===== src/rtl/cpu_pkg.sv =====
// Shared definitions for the 32-bit, 3-bit-opcode multi-cycle CPU: instruction
// field positions, opcodes, ALU function codes and sequencer states.
package cpu_pkg;

  localparam int OP_MSB  = 31;
  localparam int OP_LSB  = 29;
  localparam int RS_MSB  = 28;
  localparam int RS_LSB  = 24;
  localparam int RT_MSB  = 23;
  localparam int RT_LSB  = 19;
  localparam int RD_MSB  = 18;
  localparam int RD_LSB  = 14;
  localparam int IMM_MSB = 15;
  localparam int IMM_LSB = 0;

  typedef logic [2:0] opcode_t;

  localparam opcode_t OP_HALT   = 3'b000;
  localparam opcode_t OP_ADD    = 3'b010;
  localparam opcode_t OP_SHIFTL = 3'b100;
  localparam opcode_t OP_ADDI   = 3'b110;
  localparam opcode_t OP_SUBI   = 3'b111;

  typedef enum logic [1:0] {
    ALU_ADD = 2'b00,
    ALU_SUB = 2'b01,
    ALU_SHL = 2'b10
  } alu_op_t;

  typedef enum logic [2:0] {
    IDLE,
    FETCH,
    DECODE,
    EXECUTE,
    WRITEBACK,
    HALT
`ifdef SINGLE_STEP_EN
    , STEP_WAIT
`endif
  } state_t;

  function automatic logic op_is_illegal(input opcode_t op);
    return !(op inside {OP_HALT, OP_ADD, OP_SHIFTL, OP_ADDI, OP_SUBI});
  endfunction

endpackage


===== src/rtl/multicycle_controller_if.sv =====
// Bus between the sequencer and its datapath: instruction memory, register
// file and ALU control. The controller takes the master modport.
interface multicycle_controller_if #(
   parameter int PC_W   = 5,
   parameter int REG_AW = 5,
   parameter int DATA_W = 32
);
   logic [DATA_W-1:0] instruction;
   logic [PC_W-1:0]   imem_addr;
   logic [REG_AW-1:0] rf_raddr1;
   logic [REG_AW-1:0] rf_raddr2;
   logic [REG_AW-1:0] rf_waddr;
   logic              rf_we;
   logic [1:0]        alu_op;
   logic              alu_src_imm;
   logic [DATA_W-1:0] imm;

   modport master (
      input  instruction,
      output imem_addr, rf_raddr1, rf_raddr2, rf_waddr, rf_we,
             alu_op, alu_src_imm, imm
   );

   modport slave (
      output instruction,
      input  imem_addr, rf_raddr1, rf_raddr2, rf_waddr, rf_we,
             alu_op, alu_src_imm, imm
   );
endinterface


===== src/rtl/multicycle_controller_instr_decoder.sv =====
// Purely combinational instruction decoder: IR -> register fields, destination
// select, ALU controls, zero-extended immediate and halt/illegal flags.
module instr_decoder
   import cpu_pkg::*;
#(
   parameter int REG_AW = 5,
   parameter int DATA_W = 32
) (
   input  logic [DATA_W-1:0] ir,
   output logic [REG_AW-1:0] rs,
   output logic [REG_AW-1:0] rt,
   output logic [REG_AW-1:0] dest,
   output alu_op_t           alu_op,
   output logic              alu_src_imm,
   output logic [DATA_W-1:0] imm,
   output logic              is_halt,
   output logic              is_illegal
);
   opcode_t           op;
   logic [REG_AW-1:0] rd;

   assign op         = ir[OP_MSB:OP_LSB];
   assign rs         = ir[RS_MSB:RS_LSB];
   assign rt         = ir[RT_MSB:RT_LSB];
   assign rd         = ir[RD_MSB:RD_LSB];
   assign imm        = {{(DATA_W-16){1'b0}}, ir[IMM_MSB:IMM_LSB]};
   assign is_halt    = (op == OP_HALT);
   assign is_illegal = op_is_illegal(op);

   // R-type writes rd; I-type writes rt.
   always_comb begin
      // NOTE: defaults first so every path assigns every output and no latch is inferred.
      alu_op      = ALU_ADD;
      alu_src_imm = 1'b0;
      dest        = rd;
      case (op)
         OP_SHIFTL: alu_op = ALU_SHL;
         OP_ADDI: begin
            alu_src_imm = 1'b1;
            dest        = rt;
         end
         OP_SUBI: begin
            alu_op      = ALU_SUB;
            alu_src_imm = 1'b1;
            dest        = rt;
         end
         default: ;
      endcase
   end
endmodule


===== src/rtl/multicycle_controller.sv =====
// Four-cycle-per-instruction sequencer: owns PC and IR, drives RF/ALU control.
// Define SINGLE_STEP_EN to add the step input and the STEP_WAIT state.
module multicycle_controller
   import cpu_pkg::*;
#(
   parameter int PC_W   = 5,
   parameter int REG_AW = 5,
   parameter int DATA_W = 32,
   parameter int CNT_W  = 16
) (
   input  logic                   clk,
   input  logic                   rst,
   input  logic                   start,
`ifdef SINGLE_STEP_EN
   input  logic                   step,
`endif
   multicycle_controller_if.master bus,
   output logic                   busy,
   output logic                   halted,
   output logic                   illegal_op,
   output logic [CNT_W-1:0]       retire_cnt
);
   state_t            state;
   logic [PC_W-1:0]   pc;
   logic [DATA_W-1:0] ir;

   logic [REG_AW-1:0] dec_rs, dec_rt, dec_dest;
   alu_op_t           dec_alu_op;
   logic              dec_alu_src_imm;
   logic [DATA_W-1:0] dec_imm;
   logic              dec_is_halt, dec_is_illegal;

   instr_decoder #(.REG_AW(REG_AW), .DATA_W(DATA_W)) u_decoder (
      .ir          (ir),
      .rs          (dec_rs),
      .rt          (dec_rt),
      .dest        (dec_dest),
      .alu_op      (dec_alu_op),
      .alu_src_imm (dec_alu_src_imm),
      .imm         (dec_imm),
      .is_halt     (dec_is_halt),
      .is_illegal  (dec_is_illegal)
   );

   assign bus.imem_addr = pc;

   // NOTE: every register here uses <= so all updates see pre-edge values.
   always_ff @(posedge clk or posedge rst) begin
      if (rst) begin
         state           <= IDLE;
         pc              <= '0;
         ir              <= '0;
         bus.rf_raddr1   <= '0;
         bus.rf_raddr2   <= '0;
         bus.rf_waddr    <= '0;
         bus.rf_we       <= 1'b0;
         bus.alu_op      <= ALU_ADD;
         bus.alu_src_imm <= 1'b0;
         bus.imm         <= '0;
         busy            <= 1'b0;
         halted          <= 1'b0;
         illegal_op      <= 1'b0;
         retire_cnt      <= '0;
      end else begin
         bus.rf_we  <= 1'b0;
         illegal_op <= 1'b0;
         case (state)
            IDLE, HALT: begin
               if (start) begin
                  pc         <= '0;
                  retire_cnt <= '0;
                  busy       <= 1'b1;
                  halted     <= 1'b0;
                  state      <= FETCH;
               end
            end
            FETCH: begin
               ir <= bus.instruction;
               // Flag decoded from the incoming word so the pulse lands in DECODE.
               illegal_op <= op_is_illegal(bus.instruction[OP_MSB:OP_LSB]);
               state      <= DECODE;
            end
            DECODE: begin
               if (dec_is_halt) begin
                  busy   <= 1'b0;
                  halted <= 1'b1;
                  state  <= HALT;
               end else if (dec_is_illegal) begin
                  pc    <= pc + PC_W'(1);
                  state <= FETCH;
               end else begin
                  bus.rf_raddr1   <= dec_rs;
                  bus.rf_raddr2   <= dec_rt;
                  bus.rf_waddr    <= dec_dest;
                  bus.alu_op      <= dec_alu_op;
                  bus.alu_src_imm <= dec_alu_src_imm;
                  bus.imm         <= dec_imm;
                  state           <= EXECUTE;
               end
            end
            EXECUTE: begin
               // r0 is hard zero: the write is suppressed, the instruction still retires.
               bus.rf_we <= (bus.rf_waddr != '0);
               state     <= WRITEBACK;
            end
            WRITEBACK: begin
               pc         <= pc + PC_W'(1);
               retire_cnt <= retire_cnt + CNT_W'(1);
`ifdef SINGLE_STEP_EN
               busy       <= 1'b0;
               state      <= STEP_WAIT;
`else
               state      <= FETCH;
`endif
            end
`ifdef SINGLE_STEP_EN
            STEP_WAIT: begin
               if (step) begin
                  busy  <= 1'b1;
                  state <= FETCH;
               end
            end
`endif
            default: state <= IDLE;
         endcase
      end
   end
endmodule


===== src/flat_wrapper.sv =====
// flat-port wrapper written by rule: the top's interface ports become plain ports
module multicycle_controller_flat import cpu_pkg::*;
#(
   parameter int PC_W   = 5,
   parameter int REG_AW = 5,
   parameter int DATA_W = 32,
   parameter int CNT_W  = 16
)
  (clk, rst, start, busy, halted, illegal_op, retire_cnt, bus_instruction, bus_imem_addr, bus_rf_raddr1, bus_rf_raddr2, bus_rf_waddr, bus_rf_we, bus_alu_op, bus_alu_src_imm, bus_imm);
  multicycle_controller_if #(.PC_W(PC_W), .REG_AW(REG_AW), .DATA_W(DATA_W)) bus_i ();
  input  logic clk;
  input  logic rst;
  input  logic start;
  output logic busy;
  output logic halted;
  output logic illegal_op;
  output logic [CNT_W-1:0] retire_cnt;
  input wire logic [$bits(bus_i.instruction)-1:0] bus_instruction;
  output wire logic [$bits(bus_i.imem_addr)-1:0] bus_imem_addr;
  output wire logic [$bits(bus_i.rf_raddr1)-1:0] bus_rf_raddr1;
  output wire logic [$bits(bus_i.rf_raddr2)-1:0] bus_rf_raddr2;
  output wire logic [$bits(bus_i.rf_waddr)-1:0] bus_rf_waddr;
  output wire logic [$bits(bus_i.rf_we)-1:0] bus_rf_we;
  output wire logic [$bits(bus_i.alu_op)-1:0] bus_alu_op;
  output wire logic [$bits(bus_i.alu_src_imm)-1:0] bus_alu_src_imm;
  output wire logic [$bits(bus_i.imm)-1:0] bus_imm;
  assign bus_i.instruction = bus_instruction;
  assign bus_imem_addr = bus_i.imem_addr;
  assign bus_rf_raddr1 = bus_i.rf_raddr1;
  assign bus_rf_raddr2 = bus_i.rf_raddr2;
  assign bus_rf_waddr = bus_i.rf_waddr;
  assign bus_rf_we = bus_i.rf_we;
  assign bus_alu_op = bus_i.alu_op;
  assign bus_alu_src_imm = bus_i.alu_src_imm;
  assign bus_imm = bus_i.imm;
  multicycle_controller #(.PC_W(PC_W), .REG_AW(REG_AW), .DATA_W(DATA_W), .CNT_W(CNT_W)) u_core (.clk(clk), .rst(rst), .start(start), .bus(bus_i), .busy(busy), .halted(halted), .illegal_op(illegal_op), .retire_cnt(retire_cnt));
endmodule

===== config.mk =====
export PLATFORM = sky130hd
export DESIGN_NAME = multicycle_controller_flat
export DESIGN_NICKNAME = d
export VERILOG_FILES = /design/src/rtl/cpu_pkg.sv /design/src/rtl/multicycle_controller_if.sv /design/src/rtl/multicycle_controller_instr_decoder.sv /design/src/rtl/multicycle_controller.sv /design/src/flat_wrapper.sv
export SDC_FILE = /design/constraint.sdc
export NUM_CORES = 1
export LEC_CHECK = 0
export CORE_ASPECT_RATIO = 0.6
export CORE_MARGIN = 10
export CORE_UTILIZATION = 54
export CTS_BUF_LIST = sky130_fd_sc_hd__clkbuf_4
export DETAILED_ROUTE_END_ITERATION = 12
export PLACE_DENSITY = 0.88
export RECOVER_POWER = 100
export SKIP_LAST_GASP = 1
export SLEW_MARGIN = 20
export SYNTH_ARGS = -nofsm -noshare
export SYNTH_HDL_FRONTEND = slang
export SYNTH_SLANG_ARGS = --single-unit

===== constraint.sdc =====
create_clock -name clk -period 4.45 [get_ports clk]
set_input_delay 0.89 -clock clk [delete_from_list [all_inputs] [get_ports clk]]
set_output_delay 0.89 -clock clk [all_outputs]
set_load 0.05 [all_outputs]

After elaboration in Yosys (flattened, before gate mapping)
Cells that the tools add are included.
{ "totals": {"reg_bits": 94, "input_bits": 35, "out_inout_bits": 75, "word_cells": 71} }
{ "op_classes": {"n_addsub": 2, "n_eq_ne": 17, "mux": 21, "bitwise": 1, "reduce_logical": 16} }
{ "ops": {"columns": ["op", "n"], "rows": [
  ["$pmux W16 S2", 1],
  ["$eq A3 B3 Y1 const B", 8],
  ["$mux W5", 4],
  ["$add A16 B1 Y16 const B", 1],
  ["$mux W16", 1],
  ["$pmux W3 S5", 1],
  ["$pmux W5 S3", 1],
  ["$reduce_bool A5 Y1", 3],
  ["$eq A3 B2 Y1 const B", 4],
  ["$logic_not A3 Y1", 3],
  ["$mux W1", 7],
  ["$mux W3", 2],
  ["$ne A2 B2 Y1 const B", 3],
  ["$reduce_and A3 Y1", 2],
  ["$add A5 B1 Y5 const B", 1],
  ["$pmux W1 S2", 2],
  ["$pmux W2 S2", 1],
  ["$reduce_and A4 Y1", 1],
  ["$reduce_bool A2 Y1", 2],
  ["$reduce_or A2 Y1", 2],
  ["$eq A3 B1 Y1 const B", 1],
  ["$reduce_bool A3 Y1", 1],
  ["$mux W2", 1],
  ["$ne A2 B1 Y1 const B", 1],
  ["other kinds (3)", 3]
]} }

Depth between registers and ports, before layout
{ "depth": {"ltp_word": 5, "mapped_depth": 6, "depth_no_buf": 5} }

Modules after synthesis
From an unflattened synthesis, not the netlist that was laid out.
{ "hier_totals": {"hier_cells": 372, "area_unflattened_um2": 4858.4} }
{ "by_module_without_submodules": {"columns": ["module", "instances", "cells_each", "area_per_inst_um2", "seq_area_each_um2"], "rows": [
  ["multicycle_controller", 1, 318, 4421.7, 2752.6],
  ["instr_decoder", 1, 54, 436.7, 0.0]
]} }

Worst setup path before layout
OpenSTA, ideal clock, no wires.
{ "synth_path": {"path_type": "input to register", "start": "in start", "end": "reg u_core.retire_cnt[12]", "arrival_ns": 1.623, "setup_slack_ns": 2.682, "path_stages": 5, "path_buffers": 1, "path_cell_list": "nand2b_1 -> or2_2 -> clkbuf_1 -> o211ai_1 -> o31ai_1"} }
{ "synth_via": {"elab_chain_cells": 2} }
{ "synth_lines": {"columns": ["item", "line_no", "text"], "rows": [
  ["start: declaration", "flat_wrapper.sv:13", "input logic start;"],
  ["$ne A2 B2 Y1 (no line)", null, null],
  ["$reduce_and A2 Y1 (no line)", null, null],
  ["end signal: assignment", "multicycle_controller.sv:108", "retire_cnt <= retire_cnt + CNT_W'(1);"],
  ["end: declaration", "multicycle_controller.sv:21", "output logic [CNT_W-1:0] retire_cnt"]
]} }
No other way between the ends.
A chain may end at the register's enable or synchronous reset.

Worst setup path in the final report
{ "layout_path": {"start": "reg u_core.state[0]", "end": "reg u_core.ir[16]"} }
{ "layout_via": {"elab_chain_cells": 1} }
{ "layout_lines": {"columns": ["item", "line_no", "text"], "rows": [
  ["start: declaration", "multicycle_controller.sv:23", "state_t state;"],
  ["start signal: assignment", "multicycle_controller.sv:50", "state <= IDLE;"],
  ["start signal: assignment", "multicycle_controller.sv:74", "state <= FETCH;"],
  ["start signal: assignment", "multicycle_controller.sv:81", "state <= DECODE;"],
  ["$eq A3 B1 Y1", "multicycle_controller.sv:67", "case (state)"],
  ["end signal: assignment", "multicycle_controller.sv:78", "ir <= bus.instruction;"],
  ["end: declaration", "multicycle_controller.sv:25", "logic [DATA_W-1:0] ir;"]
]} }
No other way between the ends.

==> metrics.md <==
| Metric | Value |
|---|---|
| Worst Path Arrival | `3.23 ns` |
| Number of detailed-route iterations in the first pass | `5` |
| Data required time at the worst endpoint | `4.79 ns` |
| Worst Setup Path Type | `reg -> reg` |
| Clock sink total | `94` |
| Fmax achieved | `0.346 GHz` |
| Final clock period utilization by the worst path | `0.650` |
| Largest voltage drop on the vdd net | `521 µV` |
| FFs w/ async S/R, synth | `1.00` |
| Power density over cell area | `740 nW/µm²` |
| RSZ-0062 raised after global routing | `no` |
| Hold Path Class | `reg -> reg` |
| Largest net degree at the start of global routing | `73` |
| Seq/Total Area, Yosys | `0.572` |
| Post-Syn Area | `4110 µm²` |
| Number of synthesized register bits | `94` |
| Number of hold violations in the final report | `0` |
| Remaining antenna violation count | `0` |
| Combinational share of power | `0.512` |
| Floorplan die area | `11,600 µm²` |
| Starting density of the core | `0.561` |
| Detailed-route wire length per cell | `17.9 µm` |
| Post-CTS resize count | `0` |
| Slew margin rel. | `-0.335` |
| Area growth from synthesis to layout | `24.5%` |
| Leak Pwr | `2.29 nW` |
| Dominant combinational cell family by area after synthesis | `multiplexers` |
| I/O pin count | `110` |
| IO Port Bufs | `93` |
| YS warnings | `0` |
| Final Net Count | `447` |
| Num rows | `24` |
| Placeable core region | `7330 µm²` |
| Mean cell area of the mapped netlist | `12.9 µm²` |
| Number of distinct library cell variants in the gate-level netlist after synthesis | `45` |
| Total clock buffers created by CTS | `9` |
| Initial antenna violation count | `0` |
| # H-tree levels | `3` |
| Adder-Cell Fraction of Synth Area | `0.00852` |
| Total number of vias | `2,761` |
| Final-layout setup total negative slack | `0 ns` |
| First-pass GRT wire length | `15.4 mm` |
| Die extent in x | `133 µm` |
| Multiplexer area fraction after synthesis | `0.203` |
| Number of design rule violations left after detail routing | `0` |
| Outcome | `finished with violations` |
| Final HPWL DP | `6.79 mm` |
| Vertical die dimension | `87.6 µm` |
| Area taken by multi-input logic gates | `1570 µm²` |
| Number of cells produced by synthesis | `318` |
| Fraction of the mapped netlist area in compound gates | `0.0724` |
| Filler Cell Count | `556` |
| Overall global routing resource usage | `0.167` |
| Most common cell after layout, fill and taps aside | `sky130_fd_sc_hd__dfrtp_1` |
| Deepest clock path buffer count | `2` |
| CP Capture Type | `flip-flop` |
| Clock latency reported for the late side of the worst-skew pair | `0.45 ns` |
| Buffers inserted during post-CTS setup optimization | `0` |
| Clk network pwr share | `0.106` |
| Internal power | `2.08 mW` |
| Vias in the first global route | `3,018` |
| Number of synthesized flops with an enable pin | `0` |
| Critical path peak fanout | `35` |
| CTS tree | `yes` |
| Ratio of cells with drive above 1 in the final layout | `0.188` |
| Switch share | `0.451` |
| Grt ovf | `0` |
| Setup-violating endpoint count in the final report | `0` |
| Minimum hold slack | `0.496 ns` |
| Sw Pwr | `1.71 mW` |
| Count of pins over their slew limit | `69` |
| Violated checks | `max-capacitance violations, max-slew violations` |
| Worst Clk Skew | `0.0180 ns` |
| Quantity of hold-fixing buffers added after cts | `0` |
| Clock period minus worst slack | `2.89 ns` |
| Reg area | `2350 µm²` |
| Xor-xnor portion of the synthesized cell area | `0.00639` |
| Area share of and/or/nand/nor cells after synthesis | `0.0819` |
| Worst-Margin Slew | `2.00 ns` |
| Reg power frac | `0.382` |
| Critical path startpoint category | `flip-flop` |
| Root cell of the clock tree | `sky130_fd_sc_hd__clkbuf_4` |
| Top flip-flop cell by instance count after synthesis | `sky130_fd_sc_hd__dfrtp_1` |
| Commonest non-fill, non-tap cells in the layout | `sky130_fd_sc_hd__dfrtp_1, sky130_fd_sc_hd__mux2_2, sky130_fd_sc_hd__dlygate4sd3_1` |
| Antenna cell count | `0` |
| Iteration-0 DRC count of the detailed router | `126` |
| Total length of routed wires | `9.30 mm` |
| Via count normalized by instance count | `5.32` |
| Maximum Capacitance Violations | `2` |
| Routability-driven placement congestion ratio | `0.866` |
| Clock Pin Slew Worst Setup and Hold Paths | `0.14 ns` |
## synthesized netlist by cell type (2+ instances only)
master                     number  share of area
sky130_fd_sc_hd__dfrtp_1       94           0.57
sky130_fd_sc_hd__mux2_2        63           0.17
sky130_fd_sc_hd__nand2_1       21          0.019
sky130_fd_sc_hd__o21ai_0       17          0.021
sky130_fd_sc_hd__buf_4         16          0.029
sky130_fd_sc_hd__nor2_1         9         0.0082
sky130_fd_sc_hd__mux2i_1        8          0.019
sky130_fd_sc_hd__nand3_1        7         0.0085
sky130_fd_sc_hd__buf_2          6         0.0073
sky130_fd_sc_hd__inv_1          5         0.0046
sky130_fd_sc_hd__o211ai_1       5         0.0091
sky130_fd_sc_hd__a21oi_1        4         0.0049
sky130_fd_sc_hd__buf_6          4          0.011
sky130_fd_sc_hd__mux2_1         4          0.011
sky130_fd_sc_hd__nor2b_1        4         0.0061
sky130_fd_sc_hd__o31ai_1        4         0.0073
sky130_fd_sc_hd__a21o_1         3         0.0055
sky130_fd_sc_hd__and3_1         3         0.0046
sky130_fd_sc_hd__clkbuf_1       3         0.0027
sky130_fd_sc_hd__nand2b_1       3         0.0046
sky130_fd_sc_hd__nand4_1        3         0.0046
sky130_fd_sc_hd__a31oi_1        2         0.0030
sky130_fd_sc_hd__and2_1         2         0.0030
sky130_fd_sc_hd__ha_1           2         0.0061
sky130_fd_sc_hd__o21a_1         2         0.0037
sky130_fd_sc_hd__o22ai_1        2         0.0030
sky130_fd_sc_hd__or2_2          2         0.0030
sky130_fd_sc_hd__or3_1          2         0.0030
sky130_fd_sc_hd__xnor2_1        2         0.0043
## layout make-up
type	count	area share
sequential	94	0.460
multi-input combinational	205	0.306
timing repair buffer	95	0.183
tap	104	0.0254
clock buffer	11	0.0161
clock inverter	5	0.00513
inverter	5	0.00416
## metrics by stage
stage	setup slack, ns	power, mW	area [µm²]	instances	utilization
floorplan	1.11	2.88	4170	333	-
global placement	2.02	3.42	5050	503	0.689
detailed placement	1.98	3.51	5050	503	0.689
CTS	1.71	3.91	5160	519	0.704
global route	1.32	4.01	5120	519	0.699
finish	1.56	3.79	5120	519	0.699
## cell families (layout without fill, tap and decap cells)
kind of cell | after synthesis | count (layout)
mux | 75 | 75
simple gates | 62 | 62
compound gates | 46 | 46
buf+inv | 34 | 116
fa+ha+maj | 3 | 3
other cells | 1 | 16
xor+xnor | 3 | 3
flops | 94 | 94
## registers in the layout, summed over array words and instances, names as in the netlist
| name | flops |
|---|---|
| u_core.bus.imm | 16 |
| u_core.ir | 32 |
| u_core.illegal_op | 1 |
| u_core.retire_cnt | 16 |
| u_core.busy | 1 |
| u_core.bus.rf_waddr | 5 |
| u_core.bus.imem_addr | 5 |
| u_core.bus.alu_op | 2 |
| u_core.bus.rf_raddr1 | 5 |
| u_core.bus.rf_we | 1 |
| u_core.state | 3 |
| u_core.bus.alu_src_imm | 1 |
| u_core.halted | 1 |
| u_core.bus.rf_raddr2 | 5 |
## power groups by stage
stage	registers, mW	clock network [mW]	logic [mW]
6_report	1.45	0.400	1.94
2_1_floorplan	2.06	0	0.822
5_1_grt	1.50	0.447	2.06
3_5_place_dp	1.48	0	2.03
4_1_cts	1.46	0.417	2.03
3_3_place_gp	1.45	0	1.97
## per-layer routing
layer	routed length, µm	share of wire	GRT usage
met1	3720	0.40	0.185
met2	4360	0.47	0.266
met3	1100	0.12	0.0977
met4	119	0.013	0.0646
met5	0	0	0
## worst max-delay path: stages, from the launching register on
cell	delay, ns
sky130_fd_sc_hd__dfrtp_1	0.61
sky130_fd_sc_hd__nor3b_1	0.24
sky130_fd_sc_hd__clkbuf_1	1.46
sky130_fd_sc_hd__mux2_2	0.46
## path summary, 6_finish.rpt
kind	from	to	slack (ns)	depth (start not counted)
setup / recovery	u_core.state[0]	u_core.ir[16]	1.56	3
hold / removal	u_core.bus.imm[1]	u_core.bus.imm[1]	0.50	1
setup reg to reg	u_core.state[0]	u_core.ir[16]	1.56	3
hold reg to reg	u_core.bus.imm[1]	u_core.bus.imm[1]	0.50	1
max in group asynchronous	rst	u_core.bus.imm[4]	1.75	3
min in group asynchronous	rst	u_core.bus.rf_raddr1[2]	1.08	2
(Power assumes the default switching activity.)
